## config.mk

```make
export PLATFORM = sky130hd
export DESIGN_NAME = card_deal_scheduler
export DESIGN_NICKNAME = d
export VERILOG_FILES = /design/src/rtl/card_deal_scheduler.sv
export SDC_FILE = /design/constraint.sdc
export NUM_CORES = 1
export LEC_CHECK = 0
export BUFFER_PORTS_ARGS = -buffer_cell sky130_fd_sc_hd__buf_2
export CAP_MARGIN = 20
export CELL_PAD_IN_SITES_DETAIL_PLACEMENT = 1
export CELL_PAD_IN_SITES_GLOBAL_PLACEMENT = 1
export CORE_UTILIZATION = 40
export CTS_BUF_LIST = sky130_fd_sc_hd__clkbuf_4
export CTS_CLUSTER_DIAMETER = 100
export DETAILED_ROUTE_END_ITERATION = 10
export PLACE_DENSITY = 0.65
export SETUP_SLACK_MARGIN = 0.5
export SLEW_MARGIN = 20
export SYNTH_ARGS = -nofsm -noshare
export SYNTH_HDL_FRONTEND = slang
export SYNTH_SLANG_ARGS = --single-unit
```

## constraint.sdc

```tcl
create_clock -name CLOCK_50 -period 3.74 [get_ports CLOCK_50]
set_input_delay 0.187 -clock CLOCK_50 [delete_from_list [all_inputs] [get_ports CLOCK_50]]
set_output_delay 0.187 -clock CLOCK_50 [all_outputs]
set_load 0.01 [all_outputs]
```

## src/rtl/card_deal_scheduler.sv

```systemverilog
// -----------------------------------------------------------------------------
// card_deal_scheduler
//
// Owns the 52-card shoe for the blackjack game. A used-card bitmap guarantees
// that no card is dealt twice until start_deal reshuffles. After start_deal the
// opening deal (P, D, P, D) runs by itself. After that, hit requests from the
// player and dealer hand logic are served, alternating when both are pending.
//
// Card index idx is 0..51: suit = idx / 13 and rank = idx % 13 + 1. The rank
// and suit decode assumes a standard 4 x 13 deck.
//
// Ports
//   CLOCK_50       in   system clock, all logic on posedge
//   reset          in   asynchronous active-high reset
//   start_deal     in   pulse: reshuffle and run the opening deal (IDLE/SERVE only)
//   req_player     in   level: player wants one card, held until granted
//   req_dealer     in   level: dealer wants one card, held until granted
//   rand_in[5:0]   in   random start index, sampled when a draw starts
//   card_valid     out  pulse: card_* valid this cycle
//   card_to_dealer out  destination of the card (0 = player, 1 = dealer)
//   card_rank[3:0] out  1..13
//   card_suit[1:0] out  0..3
//   card_value[3:0]out  A = 1, 2..10 face value, J/Q/K = 10
//   cards_left[5:0]out  undealt cards
//   deck_empty     out  cards_left == 0
//   busy           out  high in CLEAR, INIT, SEARCH, ISSUE
//   init_done      out  pulse when the opening deal completes
// -----------------------------------------------------------------------------
module card_deal_scheduler #(
  parameter int DECK_SIZE  = 52,
  parameter int INIT_CARDS = 4
) (
  input  logic       CLOCK_50,
  input  logic       reset,
  input  logic       start_deal,
  input  logic       req_player,
  input  logic       req_dealer,
  input  logic [5:0] rand_in,
  output logic       card_valid,
  output logic       card_to_dealer,
  output logic [3:0] card_rank,
  output logic [1:0] card_suit,
  output logic [3:0] card_value,
  output logic [5:0] cards_left,
  output logic       deck_empty,
  output logic       busy,
  output logic       init_done
);

  localparam logic [5:0] LP_DECK = 6'(DECK_SIZE);
  localparam logic [2:0] LP_INIT = 3'(INIT_CARDS);

  typedef enum logic [2:0] {
    S_IDLE,
    S_CLEAR,
    S_INIT,
    S_SEARCH,
    S_ISSUE,
    S_SERVE
  } state_t;

  state_t r_state;
  state_t w_state_next;

  logic [DECK_SIZE-1:0] r_used;
  logic [DECK_SIZE-1:0] w_set_mask;
  logic [5:0]           r_cards_left;
  logic [5:0]           r_idx;
  logic [2:0]           r_init_cnt;
  logic                 r_init_phase;
  logic                 r_dest;
  logic                 r_last_grant;
  logic [3:0]           r_card_rank;
  logic [1:0]           r_card_suit;
  logic [3:0]           r_card_value;
  logic                 r_card_to_dealer;

  logic                 w_deck_empty;
  logic                 w_any_req;
  logic                 w_grant_dealer;
  logic                 w_init_finished;
  logic                 w_start_draw;
  logic                 w_start_dest;
  logic [5:0]           w_first_idx;
  logic [5:0]           w_next_idx;
  logic                 w_cand_used;
  logic [1:0]           w_suit;
  logic [5:0]           w_suit_base;
  logic [3:0]           w_rank;
  logic [3:0]           w_value;

  // ---------------------------------------------------------------------------
  // Draw control
  // ---------------------------------------------------------------------------
  assign w_deck_empty    = (r_cards_left == 6'd0);
  assign w_any_req       = req_player | req_dealer;
  // With both requests pending, serve whoever did not get the previous card.
  assign w_grant_dealer  = (req_player & req_dealer) ? ~r_last_grant : req_dealer;
  assign w_init_finished = (r_init_cnt == LP_INIT);

  assign w_start_draw = ((r_state == S_INIT) && !w_init_finished) ||
                        ((r_state == S_SERVE) && !start_deal && !w_deck_empty && w_any_req);
  assign w_start_dest = (r_state == S_INIT) ? r_init_cnt[0] : w_grant_dealer;

  // rand_in covers 0..63; fold 52..63 back onto 0..11.
  assign w_first_idx = (rand_in < LP_DECK) ? rand_in : (rand_in - LP_DECK);
  assign w_next_idx  = (r_idx == LP_DECK - 6'd1) ? 6'd0 : (r_idx + 6'd1);
  assign w_cand_used = r_used[r_idx];

  // One-hot mask of the card being issued.
  for (genvar gi = 0; gi < DECK_SIZE; gi++) begin : g_set_mask
    assign w_set_mask[gi] = (r_idx == 6'(gi));
  end

  // Rank/suit decode of the current candidate.
  always_comb begin
    w_suit      = 2'd0;
    w_suit_base = 6'd0;
    if (r_idx >= 6'd39) begin
      w_suit      = 2'd3;
      w_suit_base = 6'd39;
    end else if (r_idx >= 6'd26) begin
      w_suit      = 2'd2;
      w_suit_base = 6'd26;
    end else if (r_idx >= 6'd13) begin
      w_suit      = 2'd1;
      w_suit_base = 6'd13;
    end
    w_rank  = 4'(r_idx - w_suit_base + 6'd1);
    w_value = (w_rank > 4'd10) ? 4'd10 : w_rank;
  end

  // ---------------------------------------------------------------------------
  // FSM: state register
  // ---------------------------------------------------------------------------
  always_ff @(posedge CLOCK_50 or posedge reset) begin
    if (reset) r_state <= S_IDLE;
    else       r_state <= w_state_next;
  end

  // FSM: next state
  always_comb begin
    w_state_next = r_state;
    case (r_state)
      S_IDLE:   if (start_deal) w_state_next = S_CLEAR;
      S_CLEAR:  w_state_next = S_INIT;
      S_INIT:   w_state_next = w_init_finished ? S_SERVE : S_SEARCH;
      S_SEARCH: if (!w_cand_used) w_state_next = S_ISSUE;
      S_ISSUE:  w_state_next = r_init_phase ? S_INIT : S_SERVE;
      S_SERVE: begin
        if (start_deal)        w_state_next = S_CLEAR;
        else if (w_start_draw) w_state_next = S_SEARCH;
      end
      default:  w_state_next = S_IDLE;
    endcase
  end

  // FSM: outputs
  always_comb begin
    card_valid = (r_state == S_ISSUE);
    busy       = (r_state == S_CLEAR) || (r_state == S_INIT) ||
                 (r_state == S_SEARCH) || (r_state == S_ISSUE);
    init_done  = (r_state == S_INIT) && w_init_finished;
  end

  // ---------------------------------------------------------------------------
  // Shoe bookkeeping and card registers
  // ---------------------------------------------------------------------------
  always_ff @(posedge CLOCK_50 or posedge reset) begin
    if (reset) begin
      r_used           <= '0;
      r_cards_left     <= LP_DECK;
      r_idx            <= 6'd0;
      r_init_cnt       <= 3'd0;
      r_init_phase     <= 1'b0;
      r_dest           <= 1'b0;
      r_last_grant     <= 1'b1;
      r_card_rank      <= 4'd0;
      r_card_suit      <= 2'd0;
      r_card_value     <= 4'd0;
      r_card_to_dealer <= 1'b0;
    end else begin
      if (w_start_draw) begin
        r_idx  <= w_first_idx;
        r_dest <= w_start_dest;
      end
      case (r_state)
        S_CLEAR: begin
          r_used       <= '0;
          r_cards_left <= LP_DECK;
          r_init_cnt   <= 3'd0;
          r_init_phase <= 1'b1;
        end
        S_INIT: begin
          if (w_init_finished) r_init_phase <= 1'b0;
        end
        S_SEARCH: begin
          if (w_cand_used) begin
            r_idx <= w_next_idx;
          end else begin
            // Card outputs change only when a new card is issued and then hold.
            r_card_rank      <= w_rank;
            r_card_suit      <= w_suit;
            r_card_value     <= w_value;
            r_card_to_dealer <= r_dest;
          end
        end
        S_ISSUE: begin
          r_used       <= r_used | w_set_mask;
          r_cards_left <= r_cards_left - 6'd1;
          r_last_grant <= r_dest;
          if (r_init_phase) r_init_cnt <= r_init_cnt + 3'd1;
        end
        default: ;
      endcase
    end
  end

  assign card_to_dealer = r_card_to_dealer;
  assign card_rank      = r_card_rank;
  assign card_suit      = r_card_suit;
  assign card_value     = r_card_value;
  assign cards_left     = r_cards_left;
  assign deck_empty     = w_deck_empty;

endmodule

```

==> flow_summary.ini <==
[timing]
finalSetupViolCount = 0
skew_ns = 0.0231
timing.setup.tns_ns = 0
drv_slew = 0
relSlewSlack_pct = 36.9
worst_max_slew_pin_slew_ns = 0.944
finalHoldViolations = 0
timing_limited_maximum_frequency_mhz = 335
min_period_over_period_pct = 79.8
fin_crit_ns = 2.99
grt_setup_unrepaired = no

[logic_synthesis]
synthCells = 429
number_of_storage_elements_in_the_synthesis_netlist = 84
netlist.top_cell.by_area = sky130_fd_sc_hd__dfrtp_1
synth.top_cells.by_count = sky130_fd_sc_hd__dfrtp_1, sky130_fd_sc_hd__nor2_1, sky130_fd_sc_hd__a31oi_1
synth-seq-area-share_pct = 47.5
synth-edff-count = 0
synthDominantCellAreaShare_pct = 45.2
netlist-cell-type-count = 53
ys_warn_count = 0
synth_area_um2 = 4430
synth_async_sr_flop_share_pct = 100
synth_area_leaders = sky130_fd_sc_hd__dfrtp_1, sky130_fd_sc_hd__mux4_2, sky130_fd_sc_hd__nor2_1
syn_nets = 453
syn_area_per_cell_um2 = 10.3
postSynth.topFlopCell = sky130_fd_sc_hd__dfrtp_1
synth_most_common_cell = sky130_fd_sc_hd__dfrtp_1

[worst_hold_path]
worstHoldPathType = in2reg

[cts]
cts_num_sinks = 84
cts_setup_buffers = 0
htreeDepth = 3
clock_tree.root_cell = sky130_fd_sc_hd__clkbuf_4
clock_tree_from_tritoncts = built
clk_path_buf_depth = 2
cts_made_buffers = 9
clkTransAtPathRegs_ns = 0.14
worst_skew_pair.late_latency_ns = 0.45

[grt]
groute.usage.overall_pct = 21.6
global_route_wire_length_before_repair_um = 19000
grt_start_max_net_pins = 57
first_global_vias = 3610
initial_antenna_violation_count = 0
grt_overflow_total = 0

[placed_design]
place.detailed.hpwl_um = 7600
gp_congestion = 0.750
number_of_buffers_inserted_by_port_buffering = 31

[floorplan]
initial_utilization_pct = 40.9
die-height_um = 107
core_area_um2 = 10800
floorplan.die_area_um2 = 11500
design.portCount = 32
row_count = 38
floorplan.die.width_um = 107

[power]
p_leak_nw = 2.31
overall_power_mw = 3.86
vdd_drop_max_mv = 0.455
cellPowerDensity_nw_per_um2 = 793

[status]
status = finished, final reports clean

[worst_setup_path]
slowest_stage = sky130_fd_sc_hd__dfrtp_1
worstPathBufferInverterCount = 2
timing.critical_path.from_type = flop
timing.critical_path.mode_cell = sky130_fd_sc_hd__ha_1
timing.critical_path.to_type = flop
worst-setup-path-type = reg2reg
required_time_of_the_critical_path_ns = 4.09
arrival_ns = 3.34
crit_path_cell_trace = buf_4, ha_1, a21o_1, a22oi_1, o21ai_0, nor2_1, ha_1, inv_1, fa_1, xnor2_2, a21oi_1, mux2_4
maximum_fanout_count_along_the_critical_path = 9
critical-path-max-stage-delay_ns = 0.46
crit_family = adder cells

[run]
max_cap_violations = 0

[routing]
routed_wl_um = 11300
detail_route.vias_per_cell = 5.56
post_drt_wl_per_cell_um = 18.8
total_via_count_after_detailed_routing = 3340
drc_errors = 0
first_iter_violations = 123
drt_pass1_iterations = 6
postRouteAntennaNets = 0

[layout]
multi_input_gate_area_in_the_final_layout_um2 = 2090
area_growth_syn_to_fin_pct = 9.91
fill_cells = 1229
drive_above_1_share_pct = 21.9
antenna_cells_inserted = 0
regArea_um2 = 2110
nNetsFinal = 480
==> final timing paths <==
check	startpoint	slack, ns	to	cells past startpoint
worst max-delay path	r_idx[1]	0.75	card_value[0]	12
worst min-delay path	start_deal	0.06	r_state[0]	3
worst max register to register	r_idx[1]	0.75	card_value[0]	12
worst min register to register	r_last_grant	0.48	r_last_grant	2
max in group asynchronous	reset	2.43	r_used[30]	4
min in group asynchronous	reset	0.40	r_used[51]	3
==> per-layer routing <==
layer	up-vias	track usage, %	part of all wire [%]
met2	54	34.0	46
li1	1559	-	-
met5	-	0	0
met4	0	10.3	2.4
met1	1705	29.1	49
met3	22	3.63	2.5
==> layout by cell type (no fill, tap or decap), types with 6 or more instances in the layout <==
master                     Yosys  final
sky130_fd_sc_hd__a31oi_1      36     36
sky130_fd_sc_hd__mux2i_1      12     12
sky130_fd_sc_hd__clkbuf_4      0     11
sky130_fd_sc_hd__a21oi_1      24     24
sky130_fd_sc_hd__and3_1        7      7
sky130_fd_sc_hd__buf_4         2     17
sky130_fd_sc_hd__xnor2_1       7      6
sky130_fd_sc_hd__mux2_4        9      9
sky130_fd_sc_hd__ha_1         12     12
sky130_fd_sc_hd__inv_1        17     16
sky130_fd_sc_hd__nand2_1      25     25
sky130_fd_sc_hd__nand3_1       8      8
sky130_fd_sc_hd__nor2_1       67     66
sky130_fd_sc_hd__nor3_1        6      6
sky130_fd_sc_hd__mux4_2       13     13
sky130_fd_sc_hd__dfrtp_1      80     80
sky130_fd_sc_hd__buf_2         9     31
sky130_fd_sc_hd__o21ai_0      15     15
==> layout make-up <==
class / count / area share [%]
timing repair buffer: 49 / 6.01
clock buffer: 11 / 1.70
tap: 140 / 3.60
clock inverter: 5 / 1.08
sequential: 84 / 43.3
multi-input combinational: 294 / 42.9
inverter: 18 / 1.44
==> stage by stage <==
stage / instances / setup WS [ns] / area (um^2) / hold WS [ns] / utilization, %
after floorplan: 429 / 0.810 / 4430 / 0.355 / -
after global placement: 584 / 0.757 / 4720 / 0.440 / 43.5
after detailed placement: 584 / 0.641 / 4720 / 0.460 / 43.5
after CTS: 601 / 0.629 / 4860 / 0.0411 / 44.9
after global routing: 601 / 0.526 / 4870 / 0.0459 / 44.9
final: 601 / 0.754 / 4870 / 0.0572 / 44.9
==> flip-flops by register name, indices dropped and copies added (netlist names), 2 cells and up <==
register / count
card_rank: 4
cards_left: 6
r_init_cnt: 3
card_value: 4
r_idx: 6
card_suit: 2
r_state: 3
r_used: 52
==> report_power, final <==
| group | switching [mW] | total [mW] | internal [mW] |
|---|---|---|---|
| Clock | 0.324 | 0.538 | 0.215 |
| Combinational | 1.21 | 2.06 | 0.847 |
| Sequential | 0.176 | 1.27 | 1.09 |
| Total | 1.71 | 3.86 | 2.15 |
==> worst register-to-register path, cell delays in order, from the launching register on <==
cell	delay (ns)
sky130_fd_sc_hd__dfrtp_1	0.46
sky130_fd_sc_hd__buf_4	0.22
sky130_fd_sc_hd__ha_1	0.21
sky130_fd_sc_hd__a21o_1	0.20
sky130_fd_sc_hd__a22oi_1	0.17
sky130_fd_sc_hd__o21ai_0	0.25
sky130_fd_sc_hd__nor2_1	0.16
sky130_fd_sc_hd__ha_1	0.15
sky130_fd_sc_hd__inv_1	0.04
sky130_fd_sc_hd__fa_1	0.40
sky130_fd_sc_hd__xnor2_2	0.26
sky130_fd_sc_hd__a21oi_1	0.11
sky130_fd_sc_hd__mux2_4	0.26
==> cells by family after synthesis <==
| kind of cell | after synthesis | synth area share, % |
|---|---|---|
| AND/OR/NAND/NOR | 136 | 13.9 |
| AO/OA/AOI/OAI | 95 | 13.3 |
| flip-flops | 84 | 47.5 |
| buffers and inverters | 51 | 5.62 |
| multiplexers | 38 | 13.4 |
| adder cells (fa/ha/maj) | 13 | 3.84 |
| XOR/XNOR | 12 | 2.37 |
==> repair_timing <==
action | in CTS | in global routing
hold buffers | 1 | 0
gates resized for setup | 0 | 1
endpoints found under the setup margin | 0 | 2
endpoints found under the hold margin | 51 | 0
Power figures use the tool's default switching activity.
